===== config.mk =====
export PLATFORM = sky130hd
export DESIGN_NAME = keypad_scanner
export DESIGN_NICKNAME = d
export VERILOG_FILES = /design/src/rtl/keypad_scanner.sv
export SDC_FILE = /design/constraint.sdc
export NUM_CORES = 1
export LEC_CHECK = 0
export CORE_ASPECT_RATIO = 0.9
export CORE_MARGIN = 1.5
export CORE_UTILIZATION = 34
export DETAILED_ROUTE_END_ITERATION = 6
export PLACE_DENSITY = 0.53
export SYNTH_ARGS = -nofsm -noshare
export SYNTH_HDL_FRONTEND = slang
export SYNTH_SLANG_ARGS = --single-unit

===== constraint.sdc =====
create_clock -name clk -period 5.74 [get_ports clk]
set_clock_uncertainty 0.1 [all_clocks]
set_input_delay 0.574 -clock clk [delete_from_list [all_inputs] [get_ports clk]]
set_output_delay 0.574 -clock clk [all_outputs]
set_load 0.01 [all_outputs]

===== src/rtl/keypad_scanner.sv =====
// 4x4 matrix keypad scanner: row drive, column debounce, key encoding and a FWFT key FIFO.
// Optional auto-repeat while a key is held is compiled in with `define KEYPAD_REPEAT_EN.
module keypad_scanner #(
    parameter int SCAN_DIV       = 1000,
    parameter int DEBOUNCE_SCANS = 4,
    parameter int FIFO_DEPTH     = 8,
    parameter int REPEAT_SCANS   = 50
) (
    input  logic                        clk,
    input  logic                        rst,
    input  logic [3:0]                  cols,
    output logic [3:0]                  rows,
    output logic [3:0]                  key_code,
    output logic                        key_valid,
    input  logic                        key_pop,
    output logic [$clog2(FIFO_DEPTH):0] key_count,
    output logic                        overflow
);

    localparam int DW = $clog2(SCAN_DIV);
    localparam int CW = $clog2(DEBOUNCE_SCANS + 1);
    localparam int RW = $clog2(REPEAT_SCANS + 1);
    localparam int AW = $clog2(FIFO_DEPTH);

    localparam logic [DW-1:0] DIV_LAST = DW'(SCAN_DIV - 1);
    localparam logic [CW-1:0] DEB_LAST = CW'(DEBOUNCE_SCANS);
    localparam logic [RW-1:0] RPT_LAST = RW'(REPEAT_SCANS);
    localparam logic [AW:0]   FULL_CNT = (AW + 1)'(FIFO_DEPTH);

`ifdef KEYPAD_REPEAT_EN
    localparam bit REPEAT_ON = 1'b1;
`else
    localparam bit REPEAT_ON = 1'b0;
`endif

    typedef enum logic [1:0] {
        IDLE     = 2'd0,
        DEBOUNCE = 2'd1,
        HELD     = 2'd2
    } state_t;

    logic [3:0]    cols_meta, cols_sync;
    logic [DW-1:0] div;
    logic [1:0]    row_idx;
    logic          sample, scan_end;
    logic [3:0]    pressed_row0, pressed_row1, pressed_row2;
    logic [15:0]   pressed;
    logic          hit;
    logic [3:0]    code;

    state_t        state, state_n;
    logic [3:0]    cand, cand_n;
    logic [CW-1:0] cnt, cnt_n;
    logic [CW-1:0] rel, rel_n;
    logic [RW-1:0] rpt, rpt_n;
    logic          push_now, push_q;
    logic [3:0]    push_code;

    logic [3:0]    mem [FIFO_DEPTH];
    logic [AW-1:0] wr_ptr, rd_ptr;
    logic [AW:0]   count;
    logic          full, pop_ok, push_ok, drop;

    always_ff @(posedge clk) begin
        if (!rst) begin
            cols_meta <= 4'hF;
            cols_sync <= 4'hF;
        end else begin
            cols_meta <= cols;
            cols_sync <= cols_meta;
        end
    end

    assign sample   = (div == DIV_LAST);
    assign scan_end = sample && (row_idx == 2'd3);
    assign rows     = ~(4'b0001 << row_idx);

    always_ff @(posedge clk) begin
        if (!rst) begin
            div     <= '0;
            row_idx <= 2'd0;
        end else if (sample) begin
            div     <= '0;
            row_idx <= row_idx + 2'd1;
        end else begin
            div     <= div + DW'(1);
        end
    end

    // Rows 0..2 are latched at their sample points; row 3 is read live at scan_end.
    always_ff @(posedge clk) begin
        if (!rst) begin
            pressed_row0 <= 4'h0;
            pressed_row1 <= 4'h0;
            pressed_row2 <= 4'h0;
        end else if (sample) begin
            case (row_idx)
                2'd0:    pressed_row0 <= ~cols_sync;
                2'd1:    pressed_row1 <= ~cols_sync;
                2'd2:    pressed_row2 <= ~cols_sync;
                default: ;
            endcase
        end
    end

    assign pressed = {~cols_sync, pressed_row2, pressed_row1, pressed_row0};

    // Bit index is row*4+col, so the lowest set bit is the lowest row, then lowest column.
    always_comb begin
        hit  = 1'b0;
        code = 4'd0;
        for (int i = 15; i >= 0; i--) begin
            if (pressed[i]) begin
                hit  = 1'b1;
                code = 4'(i);
            end
        end
    end

    always_ff @(posedge clk) begin
        if (!rst) begin
            state     <= IDLE;
            cand      <= 4'd0;
            cnt       <= '0;
            rel       <= '0;
            rpt       <= '0;
            push_q    <= 1'b0;
            push_code <= 4'd0;
        end else begin
            state     <= state_n;
            cand      <= cand_n;
            cnt       <= cnt_n;
            rel       <= rel_n;
            rpt       <= rpt_n;
            push_q    <= push_now;
            if (push_now) push_code <= code;
        end
    end

    always_comb begin
        state_n = state;
        cand_n  = cand;
        cnt_n   = cnt;
        rel_n   = rel;
        rpt_n   = rpt;
        if (scan_end) begin
            case (state)
                IDLE: begin
                    if (hit) begin
                        cand_n  = code;
                        cnt_n   = CW'(1);
                        rel_n   = '0;
                        rpt_n   = '0;
                        state_n = (DEB_LAST == CW'(1)) ? HELD : DEBOUNCE;
                    end
                end
                DEBOUNCE: begin
                    if (hit && (code == cand)) begin
                        cnt_n = cnt + CW'(1);
                        if (cnt_n == DEB_LAST) begin
                            state_n = HELD;
                            rel_n   = '0;
                            rpt_n   = '0;
                        end
                    end else begin
                        state_n = IDLE;
                    end
                end
                HELD: begin
                    if (!hit) begin
                        rpt_n = '0;
                        rel_n = rel + CW'(1);
                        if (rel_n == DEB_LAST) state_n = IDLE;
                    end else begin
                        rel_n = '0;
                        if (REPEAT_ON && (code == cand))
                            rpt_n = (rpt + RW'(1) == RPT_LAST) ? '0 : rpt + RW'(1);
                    end
                end
                default: state_n = IDLE;
            endcase
        end
    end

    always_comb begin
        push_now = 1'b0;
        if (scan_end) begin
            case (state)
                IDLE:     push_now = hit && (DEB_LAST == CW'(1));
                DEBOUNCE: push_now = hit && (code == cand) && (cnt + CW'(1) == DEB_LAST);
                HELD:     push_now = REPEAT_ON && hit && (code == cand) && (rpt + RW'(1) == RPT_LAST);
                default:  push_now = 1'b0;
            endcase
        end
    end

    // Consumer handshake: key_valid means key_code holds the oldest entry; a key_pop
    // cycle with key_valid=1 consumes it on that edge, key_pop with key_valid=0 is ignored.
    assign full      = (count == FULL_CNT);
    assign key_valid = (count != '0);
    assign key_code  = key_valid ? mem[rd_ptr] : 4'd0;
    assign key_count = count;
    assign pop_ok    = key_pop && key_valid;
    assign push_ok   = push_q && (!full || pop_ok);
    assign drop      = push_q && full && !pop_ok;

    always_ff @(posedge clk) begin
        if (push_ok) mem[wr_ptr] <= push_code;
    end

    always_ff @(posedge clk) begin
        if (!rst) begin
            wr_ptr   <= '0;
            rd_ptr   <= '0;
            count    <= '0;
            overflow <= 1'b0;
        end else begin
            if (push_ok) wr_ptr <= wr_ptr + AW'(1);
            if (pop_ok)  rd_ptr <= rd_ptr + AW'(1);
            case ({push_ok, pop_ok})
                2'b10:   count <= count + (AW + 1)'(1);
                2'b01:   count <= count - (AW + 1)'(1);
                default: count <= count;
            endcase
            if (drop) overflow <= 1'b1;
        end
    end

endmodule


-- Word level (Yosys, flattened, before mapping)
Memories as Yosys holds them, arrays and structs flattened. A register that Yosys moved wholly into a read port is not among the register bits.
Index checks and enable logic that the tools add are counted.
- flip-flop bits (word level): 60
- bits in writable memories: 32
- input bits: 7
- output and inout port bits: 14
- logic and storage cells: 126
- memories: 1
- memories (memory ; words ; width ; read ports ; clocked after memory_dff ; write ports ; RTL line ; source):
    mem ; 8 ; 4 ; 1 ; 1 ; 1 ; 59 ; logic [3:0] mem [FIFO_DEPTH];
- add/subtract/negate cells: 8
- equality and inequality tests: 18
- shift operators: 1
- muxes and demuxes: 54
- bitwise gates (word level): 3
- reduce and logical (&&, ||, !) cells: 24
- operators by type and width (operator ; number):
    4-bit 2-to-1 mux ; 17
    3-bit 2-to-1 mux ; 8
    1-bit 2-to-1 mux ; 20
    3-bit by 1-bit adder with 3-bit output (second input constant) ; 4
    10-bit by 1-bit adder with 10-bit output (second input constant) ; 1
    10-bit equality test (second input constant) ; 1
    2-bit 2-to-1 mux ; 5
    2-bit != test (second input constant) ; 5
    5-bit AND reduction ; 2
    3-bit case mux with 3 select lines ; 1
    2-bit equality test (second input constant) ; 4
    4-bit inverter ; 2
    4-bit case mux with 2 select lines ; 1
    1-bit logical AND ; 7
    2-bit by 1-bit equality test with 1-bit output (second input constant) ; 3
    3-bit equality test (second input constant) ; 2
    2-bit case mux with 3 select lines ; 1
    3-bit case mux with 2 select lines ; 1
    2-bit AND reduction ; 3
    4-bit by 1-bit adder with 4-bit output (second input constant) ; 1
    4-bit equality test ; 1
    4-bit equality test (second input constant) ; 1
    2-bit logical NOT ; 2
    4-bit AND reduction ; 1
    12 further kinds ; 14

-- Depth between registers and ports, before layout
- word-level depth: 22
- gate-level depth with buffers: 11

-- Worst setup path before layout
Ideal clock, no wire load.
- path kind: register -> register
- start: register count[0], in the netlist key_count[0]
- end: register count[3], in the netlist key_count[3]
- library setup time: 0.071 ns
- arrival time: 2.615 ns
- data required time: 5.569 ns
- setup slack: 2.955 ns
- cell stages (with the launch flop): 12
- path buffers: 0
- path through: dfxtp_1 > nor4_1 > inv_1 > nand2_1 > inv_1 > ha_1 > ha_1 > a21o_1 > a21oi_1 > xnor2_1 > or3_1 > a21oi_1
- cells in the longest elaborated chain, start to end: 6
- elaborated cells between the ends (all ways): 12
- classes of those cells: add/sub: 2; eq/ne: 3; mux: 1; reduce/logical: 6
- ends and longest elaborated chain (element ; RTL line ; source):
    from (decl) ; 61 ; logic [AW:0] count;
    from (signal assigned) ; 221 ; 2'b10: count <= count + (AW + 1)'(1);
    from (signal assigned) ; 222 ; 2'b01: count <= count - (AW + 1)'(1);
    from (signal assigned) ; 223 ; default: count <= count;
    4-bit nonzero test (*) ; 200 ; assign key_valid = (count != '0);
    via key_valid ; 14 ; output logic key_valid,
    1-bit logical AND (*) ; 203 ; assign pop_ok = key_pop && key_valid;
    via pop_ok ; 62 ; logic full, pop_ok, push_ok, drop;
    1-bit logical OR ; 204 ; assign push_ok = push_q && (!full || pop_ok);
    1-bit logical AND ; 204 ;
    2-bit by 1-bit equality test with 1-bit output / 2-bit equality test (equally long branches) ; 220 ; case ({push_ok, pop_ok})
    4-bit case mux with 2 select lines / 2-bit nonzero test (equally long branches) ; - ;
Mark *: on every way through the listed nets, which the timed path passes. The rest lies on a longest branch.
A chain may end at the register's enable or synchronous reset.

==> results.toml <==
[run_status]
status = "finished, final reports clean"

[yosys]
synth_edf_count = 32
ys.flop_type = "dfxtp_1"
synth-seq-cells = 95
yosysWarnings = 0
async_flop_share_pct = 0
synthMuxAreaShare_pct = 6.99
synth_area_leader_cell = "dfxtp_1"
synth_most_common_cell = "dfxtp_1"
synth-simple-area-share_pct = 17.7
synthCells = 395
synth_area_um2 = 4150
synth_top_family_by_area = "simple AND/OR/NAND/NOR gates"
synth_compound_area_share_pct = 10.2
synth.top_cell.area_share_pct = 30.4
syn_area_per_cell_um2 = 10.5
yosysSeqAreaShare_pct = 53.5
synth_nets = 417
synth_cell_types = 47
synthAdderAreaFrac_pct = 4.70
synthXorXnorAreaFrac_pct = 3.37
synth_commonest_cells = "dfxtp_1 (63), nor2_1 (61), edfxtp_1 (32), nand2_1 (27)"
netlist_top_cells_area = "dfxtp_1 (30%), edfxtp_1 (23%), nor2_1 (5.5%)"

[timing]
holdWs_ns = 0.311
rsz0062_at_grt = "false"
max-slew-margin-rel_pct = 25.4
min_period_ns = 3.01
fmaxAchievable_ghz = 0.333
min_period_over_period_pct = 52.4
max_slew.worst_pin.slew_ns = 1.11
tns_ns = 0
hold_viol = 0
drv_slew = 0
setup_viol = 0

[global_route]
grt_max_degree = 27
grt.total_usage_pct = 13.7
grt_pass1_wl_mm = 13.7
grt_pass1_vias = 2769
antenna_found_initial = 0
grt_overflow = 0

[drt]
drtPass1Iterations = 4
vias = 2831
wirelength_met1_mm = 3.86
via_per_inst = 4.88
route.detailed.drc = 0
wl_mm = 7.91
route.met3.wl_um = 264
highest_layer = "met4"
ant_nets = 0
wl_per_cell_um = 13.6
drt_iter0_drc = 111
dr_wl_met2_mm = 3.70

[setup_path]
r2r_end = "key_count[3]"
crit_end = "key_code[3]"
r2r-start = "key_count[0]"
worstPathArrival_ns = 2.33
critPathLaunchType = "flip-flop"
ff2ff_setup_slack_ns = 2.76
r2r.worst_path.cells = 11
crit_required_ns = 5.07
critPathCaptureType = "primary output"
worstPathMaxFanout = 8
path_class = "reg -> out"

[die]
row_count = 38
initial_core_util_pct = 34.7
die-area_um2 = 12900
dieHeight_um = 108
dieWidth_um = 119
num_io_pins = 21
core_area_um2 = 12000

[place]
place.gp.congestion = 0.771
placed_cells = 564
port-buffer-count = 20
hpwl_mm = 5.62

[run]
cap_viol_max_count = 0

[layout]
final_cell_count_no_fill = 580
num_antenna_cells = 0
drive_above_1_share_pct = 7.38
area_growth_syn_to_layout_pct = 15.3
fillers = 1199
nets = 437

[cts]
cts-buffers-inserted = 9
cts_root_buffer = "clkbuf_16"
cts.clk_slew.worst_paths_ns = 0.07
htree_num_levels = 3
clock_sinks = 95
worstSkewPairLatency_ns = 0.34
cts_tree = "done"
cts_setup_buffers = 0
cts_buffer_depth = 2
cts_resized = 0
holdBufCountCts = 0

[power]
power_leakage_uw = 0.00174
ir_drop_v = 0.000215
p_per_area_nw_per_um2 = 274

[min_path]
hp-class = "reg -> reg"
[state kept, by name, indices dropped and copies added (netlist names), 4 cells and up, named ones only]
signal and cells:
mem 32, div 10, cand 4, cols_meta 4, cols_sync 4, key_count 4
pressed_row0 4, pressed_row1 4, pressed_row2 4, push_code 4
[layout by cell type (no fill, tap or decap), types with 6 or more instances in the layout]
master and instances:
a211oi_1 15, a21oi_1 20, clkbuf_16 9, clkdlybuf4s50_1 20, dfxtp_1 63, edfxtp_1 32, ha_1 14, inv_1 20
mux2i_1 11, mux4_2 8, nand2_1 27, nand2b_1 16, nand3_1 6, nor2_1 61, nor3_1 8, nor4_1 7
o21ai_0 8, xnor2_1 6, xor2_1 10
[layer usage]
layer  vias to the layer above  GRT usage (%)
li1                       1457              -
met1                      1336           17.6
met2                        33           22.2
met3                         5           4.77
met4                         0           3.32
met5                         -              0
[per-stage QoR]
step                      setup slack, ns  util (%)  area (um^2)  power, uW
final                                2.73      40.0         4790       1310
after global routing                 2.38      40.0         4790       1360
after CTS                            2.66      40.0         4790       1330
after detailed placement             2.68      37.6         4500        744
after global placement               2.74      37.6         4500        744
after floorplan                      2.95         -         4150        733
[worst max-delay path, cell delays in order (launching register included)]
cell and delay, ns:
dfxtp_1 0.66, mux4_2 0.58, mux2i_1 0.19, nor2_1 0.06
clkdlybuf4s50_1 0.50
[cell families after synthesis]
family,Yosys count
adders and majority gates,15
and+or+nand+nor,152
muxes,19
AOI/OAI and AO/OA,64
xor gates and xnor gates,16
buffers and inverters,34
DFF,95
[report_power, final]
group / leakage (uW) / switching [uW] / internal (uW)
sequential: 0.000849 / 4.03 / 694
clock: 0.000138 / 249 / 336
combinational: 0.000757 / 17.3 / 12.8
[worst min path at each step]
stage,slack (ns),startpoint,end,cells past startpoint
finish,0.31,cols_meta[1],cols_sync[1],1
CTS,0.31,cols_meta[3],cols_sync[3],1
global route,0.33,cols_meta[3],cols_sync[3],1
detailed placement,0.30,cols_meta[3],cols_sync[3],1
global placement,0.30,cols_meta[0],cols_sync[0],1
floorplan,0.29,cols_meta[0],cols_sync[0],1
[final cells by class]
type                       count  area (um^2)  area share (%)
tap                          160          200            4.18
multi-input combinational    266         1780            37.2
clock buffer                  10          229            4.78
sequential                    95         2220            46.4
clock inverter                 6         60.1            1.25
inverter                      21         78.8            1.65
timing repair buffer          22          215            4.49
No activity file was read; power rests on OpenSTA's default activity.
